**config.mk**
```make
export PLATFORM = sky130hd
export DESIGN_NAME = pipe_skid_reg
export DESIGN_NICKNAME = d
export VERILOG_FILES = /design/src/rtl/vliw_pipe_pkg.sv /design/src/rtl/pipe_data_reg.sv /design/src/rtl/pipe_skid_reg.sv
export SDC_FILE = /design/constraint.sdc
export NUM_CORES = 1
export LEC_CHECK = 0
export ABC_AREA = 1
export BUFFER_PORTS_ARGS = -buffer_cell sky130_fd_sc_hd__buf_2
export CORE_UTILIZATION = 30
export CTS_BUF_LIST = sky130_fd_sc_hd__clkbuf_8
export CTS_CLUSTER_SIZE = 40
export DETAILED_ROUTE_END_ITERATION = 6
export GPL_ROUTABILITY_DRIVEN = 1
export PLACE_DENSITY = 0.57
export SLEW_MARGIN = 20
export SYNTH_ARGS = -nofsm -noshare
export SYNTH_HDL_FRONTEND = slang
export SYNTH_HIERARCHICAL = 1
export SYNTH_SLANG_ARGS = --single-unit
```
**constraint.sdc**
```tcl
create_clock -name clk -period 2.7 [get_ports clk]
set_input_delay 0.675 -clock clk [delete_from_list [all_inputs] [get_ports clk]]
set_output_delay 0.675 -clock clk [all_outputs]
set_load 0.01 [all_outputs]
```
**src/rtl/vliw_pipe_pkg.sv**
```systemverilog
`default_nettype none
// ============================================================================
// Module      : vliw_pipe_pkg
// Description : Shared constants and state encoding for the pipeline skid
//               register stage and its storage sub-module.
// Revision    : 1.0 - initial release
// ============================================================================
package vliw_pipe_pkg;

    // Default payload width used when a parent does not override WIDTH.
    localparam int C_DEFAULT_WIDTH = 32;

    // Occupancy of the stage. 2'b11 is never entered by design; if it is
    // reached through an upset, the stage falls back to ST_EMPTY.
    typedef enum logic [1:0] {
        ST_EMPTY = 2'b00,
        ST_FULL  = 2'b01,
        ST_SKID  = 2'b10,
        ST_BAD   = 2'b11
    } pipe_state_e;

endpackage : vliw_pipe_pkg
`default_nettype wire

```
**src/rtl/pipe_data_reg.sv**
```systemverilog
`default_nettype none
// ============================================================================
// Module      : pipe_data_reg
// Description : WIDTH-bit payload register with load enable and synchronous
//               flush-to-RESET_VAL. Updates on the falling clock edge.
// Ports       : clk    - clock (falling edge active)
//               reset  - synchronous active-low reset, loads RESET_VAL
//               flush  - synchronous flush, loads RESET_VAL
//               en     - load d when high
//               d      - data in
//               q      - registered data out
// Revision    : 1.0 - initial release
// ============================================================================
module pipe_data_reg
    import vliw_pipe_pkg::*;
#(
    parameter int               WIDTH     = C_DEFAULT_WIDTH,
    parameter logic [WIDTH-1:0] RESET_VAL = '0
) (
    input  logic             clk,
    input  logic             reset,
    input  logic             flush,
    input  logic             en,
    input  logic [WIDTH-1:0] d,
    output logic [WIDTH-1:0] q
);

    logic [WIDTH-1:0] r_data_q;
    logic [WIDTH-1:0] w_data_d;

    // Flush wins over a load on the same edge.
    always_comb begin
        w_data_d = r_data_q;
        if (flush) begin
            w_data_d = RESET_VAL;
        end else if (en) begin
            w_data_d = d;
        end
    end

    always_ff @(negedge clk) begin
        if (!reset) begin
            r_data_q <= RESET_VAL;
        end else begin
            r_data_q <= w_data_d;
        end
    end

    assign q = r_data_q;

endmodule : pipe_data_reg
`default_nettype wire

```
**src/rtl/pipe_skid_reg.sv**
```systemverilog
`default_nettype none
// ============================================================================
// Module      : pipe_skid_reg
// Description : Valid/ready pipeline stage with a skid buffer. in_ready is a
//               registered decode of the occupancy state so there is no
//               combinational path from out_ready to in_ready. A stall counter
//               tracks cycles where the stage presents data that is refused.
//               All state updates on the falling clock edge.
// Ports       : clk       - clock (falling edge active)
//               reset     - synchronous active-low reset (priority over flush)
//               flush     - synchronous flush, empties the stage
//               in_valid  - upstream payload valid
//               in_ready  - stage can accept a payload this cycle
//               in_data   - upstream payload
//               out_valid - stage presents a valid payload
//               out_ready - downstream accepts the payload this cycle
//               out_data  - payload to downstream (main register)
//               stall_cnt - saturating count of out_valid & !out_ready edges
// Revision    : 1.0 - initial release
// ============================================================================
module pipe_skid_reg
    import vliw_pipe_pkg::*;
#(
    parameter int               WIDTH     = C_DEFAULT_WIDTH,
    parameter logic [WIDTH-1:0] RESET_VAL = '0,
    parameter int               CNT_W     = 16
) (
    input  logic             clk,
    input  logic             reset,
    input  logic             flush,
    input  logic             in_valid,
    output logic             in_ready,
    input  logic [WIDTH-1:0] in_data,
    output logic             out_valid,
    input  logic             out_ready,
    output logic [WIDTH-1:0] out_data,
    output logic [CNT_W-1:0] stall_cnt
);

    localparam logic [CNT_W-1:0] C_CNT_ONE = {{(CNT_W-1){1'b0}}, 1'b1};

    pipe_state_e      r_state_q;
    pipe_state_e      w_state_d;
    logic             r_in_ready_q;
    logic             r_out_valid_q;
    logic [CNT_W-1:0] r_stall_q;
    logic [CNT_W-1:0] w_stall_d;

    logic             w_main_en;
    logic             w_main_from_skid;
    logic             w_skid_en;
    logic [WIDTH-1:0] w_main_din;
    logic [WIDTH-1:0] w_main_q;
    logic [WIDTH-1:0] w_skid_q;

    // ------------------------------------------------------------------
    // Next-state and register-enable decode
    // ------------------------------------------------------------------
    always_comb begin
        w_state_d        = r_state_q;
        w_main_en        = 1'b0;
        w_main_from_skid = 1'b0;
        w_skid_en        = 1'b0;

        case (r_state_q)
            ST_EMPTY: begin
                if (in_valid) begin
                    w_main_en = 1'b1;
                    w_state_d = ST_FULL;
                end
            end
            ST_FULL: begin
                if (in_valid && out_ready) begin
                    w_main_en = 1'b1;
                end else if (in_valid && !out_ready) begin
                    // Downstream refused while upstream pushed: park the
                    // new entry so in_ready could stay a pure state decode.
                    w_skid_en = 1'b1;
                    w_state_d = ST_SKID;
                end else if (!in_valid && out_ready) begin
                    w_state_d = ST_EMPTY;
                end
            end
            ST_SKID: begin
                // in_ready is low here, so in_data is ignored.
                if (out_ready) begin
                    w_main_en        = 1'b1;
                    w_main_from_skid = 1'b1;
                    w_state_d        = ST_FULL;
                end
            end
            default: begin
                w_state_d = ST_EMPTY;
            end
        endcase

        // Flush overrides every transition; the data registers handle
        // their own flush load.
        if (flush) begin
            w_state_d = ST_EMPTY;
        end
    end

    // ------------------------------------------------------------------
    // Stall counter: counts refused presentations, saturates, holds on flush
    // ------------------------------------------------------------------
    always_comb begin
        w_stall_d = r_stall_q;
        if (!flush && r_out_valid_q && !out_ready && (r_stall_q != '1)) begin
            w_stall_d = r_stall_q + C_CNT_ONE;
        end
    end

    // ------------------------------------------------------------------
    // State and registered handshake outputs. The outputs are decoded from
    // the next state so they always match the state register.
    // ------------------------------------------------------------------
    always_ff @(negedge clk) begin
        if (!reset) begin
            r_state_q     <= ST_EMPTY;
            r_in_ready_q  <= 1'b1;
            r_out_valid_q <= 1'b0;
            r_stall_q     <= '0;
        end else begin
            r_state_q     <= w_state_d;
            r_in_ready_q  <= (w_state_d == ST_EMPTY) || (w_state_d == ST_FULL);
            r_out_valid_q <= (w_state_d == ST_FULL)  || (w_state_d == ST_SKID);
            r_stall_q     <= w_stall_d;
        end
    end

    // ------------------------------------------------------------------
    // Payload storage
    // ------------------------------------------------------------------
    assign w_main_din = w_main_from_skid ? w_skid_q : in_data;

    pipe_data_reg #(
        .WIDTH     (WIDTH),
        .RESET_VAL (RESET_VAL)
    ) u_main_reg (
        .clk   (clk),
        .reset (reset),
        .flush (flush),
        .en    (w_main_en),
        .d     (w_main_din),
        .q     (w_main_q)
    );

    pipe_data_reg #(
        .WIDTH     (WIDTH),
        .RESET_VAL (RESET_VAL)
    ) u_skid_reg (
        .clk   (clk),
        .reset (reset),
        .flush (flush),
        .en    (w_skid_en),
        .d     (in_data),
        .q     (w_skid_q)
    );

    assign in_ready  = r_in_ready_q;
    assign out_valid = r_out_valid_q;
    assign out_data  = w_main_q;
    assign stall_cnt = r_stall_q;

endmodule : pipe_skid_reg
`default_nettype wire

```
# After elaboration in Yosys (flattened, before gate mapping)
# Cells that the tools add are included.
[totals]
reg_bits = 84
inputBits = 37
output_inout_bits = 50
word_cells = 43
[op_classes]
addsub = 1
eq_ne = 5
mux = 16
bitwise = 1
n_reduce_logical = 14
[op_table]
columns = ["operator", "count"]
rows = [
  ["32-bit 2-to-1 mux", 1],
  ["16-bit by 1-bit adder with 16-bit output (second input constant)", 1],
  ["16-bit inequality test (second input constant)", 1],
  ["2-bit 2-to-1 mux", 6],
  ["1-bit 2-to-1 mux", 7],
  ["1-bit logical AND", 6],
  ["2-bit case mux with 3 select lines", 1],
  ["2-bit by 1-bit equality test with 1-bit output (second input constant)", 2],
  ["2-bit equality test (second input constant)", 2],
  ["2-bit logical NOT", 2],
  ["1-bit logical NOT", 3],
  ["1-bit case mux with 3 select lines", 1],
  ["1-bit logical OR", 2],
  ["2-bit OR reduction", 1],
  ["1-bit inverter", 1],
]

# Depth between registers and ports, before layout
[depth]
depth_word = 9
depth_mapped = 9
mapped_depth_nobuf = 9

# Hierarchy
# Netlist, hierarchy kept.
[modules_own_cells]
columns = ["module", "n_inst", "cells_each", "area_each_um2", "seq_area_each_um2"]
rows = [
  ["pipe_data_reg", 2, 142, 1239.9, 640.6],
  ["pipe_skid_reg", 1, 216, 1624.1, 400.4],
]

==> out/results.ini <==
[outcome]
status = finished with violations
violations = negative setup slack

[global_route]
grt_pass1_wl_microns = 18160
grt_remaining_overflow = 0
grt_pass1_vias = 4194
antenna_found_initial = 0
grt_max_degree = 33
gr-usage-all-layers_pct = 16.04

[clock_network]
cts.clk_slew.worst_paths_ns = 0.05
cts_htree_levels = 3
clk_latency_ns = 0.43
numCtsBuffers = 9
cts_hold_buffers = 0
cts_tree = yes
cts.root.buffer_cell = clkbuf_8
cts.path.max_buffers = 2
clkSinkCount = 84

[logic_synthesis]
mappedNetlistArea_sq_um = 4104
synth_edf_count = 0
ys.flop_type = dfxtp_1
netlist_instances = 500
synth.avg_cell_area_sq_um = 8.208
async_flop_share_pct = 0
synth_top_area_cell = dfxtp_1
ys_top_cells_by_count = nand2_1, dfxtp_1, a21oi_1, mux2_2, a21oi_2
syn_nets = 540
synth.most_common_cell = nand2_1
synthDistinctLibCells = 30
ys_seq_elements = 84
yosys_warnings = 6
yosys.area.top_type_share_pct = 40.98
synth-seq-area-share_pct = 40.98
yosys-top-cells-area = dfxtp_1, nand2_1, mux2_2

[sta]
slew_headroom_pct = 71.27
layout_setup_ws_ns = -0.2059
finalClockSkew_ns = 0.01728
tns_ns = -8.292
final_max_slew_viol_count = 0
max_slew.worst_pin.slew_ns = 0.4294
rsz0062_at_grt = yes
setup_viol = 50
hold_viol = 0

[pwr]
power.density_nw_per_um2 = 466.2
ir_worst_vdd_mv = 0.2382
p_leak_nw = 2.824

[place]
numPortBuffers = 86
dpl.hpwl_microns = 7263
gp_congestion = 0.8694
dpl.cell_count = 772
pre_cts_ws_ns = -0.5036
placed_area_sq_um = 5016

[critical_path]
r2r_slack_ns = 1.01
cp_top_family = flip-flops
worst_setup_path_start_kind = flop
crit_slowest_cell = dfxtp_2
crit_fanout = 2
cpPeakStageDelay_ns = 0.35
endpoint_kind = output pin
critical_path_class = reg2out
cp.arrival_ns = 2.23
crit_buf_inv = 1
required_ns = 2.03
cp_cell_sequence = buf_6

[routing]
vias_per_cell = 4.458
drt_iter0_drc = 177
vias = 4008
wl_per_cell_microns = 11.95
drc = 0
ant_nets = 0
firstDrtPassIters = 6
drt-total-wl_microns = 10740

[finish]
layout-drive-gt1-share_pct = 47.30
final_nets = 758
diodes = 0
final_cell_area_sq_um = 6198
stdcell_count = 899
area_growth_pct = 51.04

[job]
cap_violations = 0

[floorplan]
dieArea_sq_um = 14150
fp.dieW_microns = 119.0
boundaryPins = 87
rows = 42
core_area_sq_um = 13300
start_util_pct = 30.87
die_h_microns = 119.0

[worst_hold_path]
hp-class = reg2reg

per-stage QoR:
step	util, %	power, mW	hold slack [ns]
after floorplan	-	1.653	0.4364
final	46.62	2.890	0.4576
after global placement	37.73	1.742	0.4447
after detailed placement	37.73	1.746	0.4503
after global routing	46.62	3.155	0.4780
after CTS	45.60	2.960	0.4580
worst paths after layout:
check | startpoint | to | cells past startpoint
setup / recovery | u_main_reg/q[15]$_SDFFE_NP0P_ | out_data[15] | 1
hold / removal | u_skid_reg/q[24]$_SDFFE_NP0P_ | u_skid_reg/q[24]$_SDFFE_NP0P_ | 2
setup reg to reg | r_state_q[1]$_SDFF_NN0_ | u_main_reg/q[10]$_SDFFE_NP0P_ | 7
hold reg to reg | u_skid_reg/q[24]$_SDFFE_NP0P_ | u_skid_reg/q[24]$_SDFFE_NP0P_ | 2
final cells by class:
type                       instances  area, sq um
tap                              176        220.2
clock buffer                       9        123.9
timing repair buffer             152         1403
inverter                          21        122.6
sequential                        84         1749
clock inverter                    91        366.6
fill                            1290         7097
multi-input combinational        366         2213
sequential cells by signal, summed over array words and instances, names as in the netlist:
name and count:
out_valid 1, stall_cnt 16, u_main_reg/q 32, r_state_q 2
u_skid_reg/q 32, in_ready 1
cells by family (layout without fill, tap and decap cells):
logic type	after synthesis	in the layout	share of synthesized area, %
compound gates	84	84	13.14
xor+xnor	7	7	1.494
fa+ha+maj	3	3	0.9147
buf+inv	50	273	9.146
flops	84	84	40.98
mux	32	32	8.781
simple gates	240	240	25.55
layer usage:
layer | global-route usage, % | vias up | routed length (microns)
li1 | - | 2045 | -
met5 | 0 | - | 0
met1 | 17.23 | 1848 | 4785
met4 | 11.31 | 0 | 250
met2 | 26.13 | 95 | 5230
met3 | 5.843 | 20 | 476
what timing repair did:
action | CTS | global route
setup buffers | 18 | 11
pin swaps | 1 | 1
endpoints found under the setup margin | 106 | 74
cloned | 1 | 0
resized for setup | 110 | 6
tightest hold or removal path, delay by kind of cell, from the launching register on:
family             cells  cell delay, ns
DFF                    1            0.30
and+or+nand+nor        1            0.06
AOI/OAI and AO/OA      1            0.05
placed cells by master, fill, tap and decap left out, types with 5 or more instances in the layout:
master	instances
nand2_1	153
inv_1	103
buf_4	54
buf_6	51
dfxtp_2	48
a21oi_1	47
buf_2	35
nand2_2	34
dfxtp_1	34
a21oi_2	30
mux2_2	26
nor2_1	21
buf_12	11
nand2_4	9
clkbuf_8	9
mux2_4	6
nor2_4	5
nand3_1	5
power by group:
part	switching, mW	leakage, nW	internal, mW
clock	0.801	0.547	0.501
combinational	0.150	1.57	0.151
sequential	0.0155	0.703	1.27
Power figures use the tool's default switching activity.
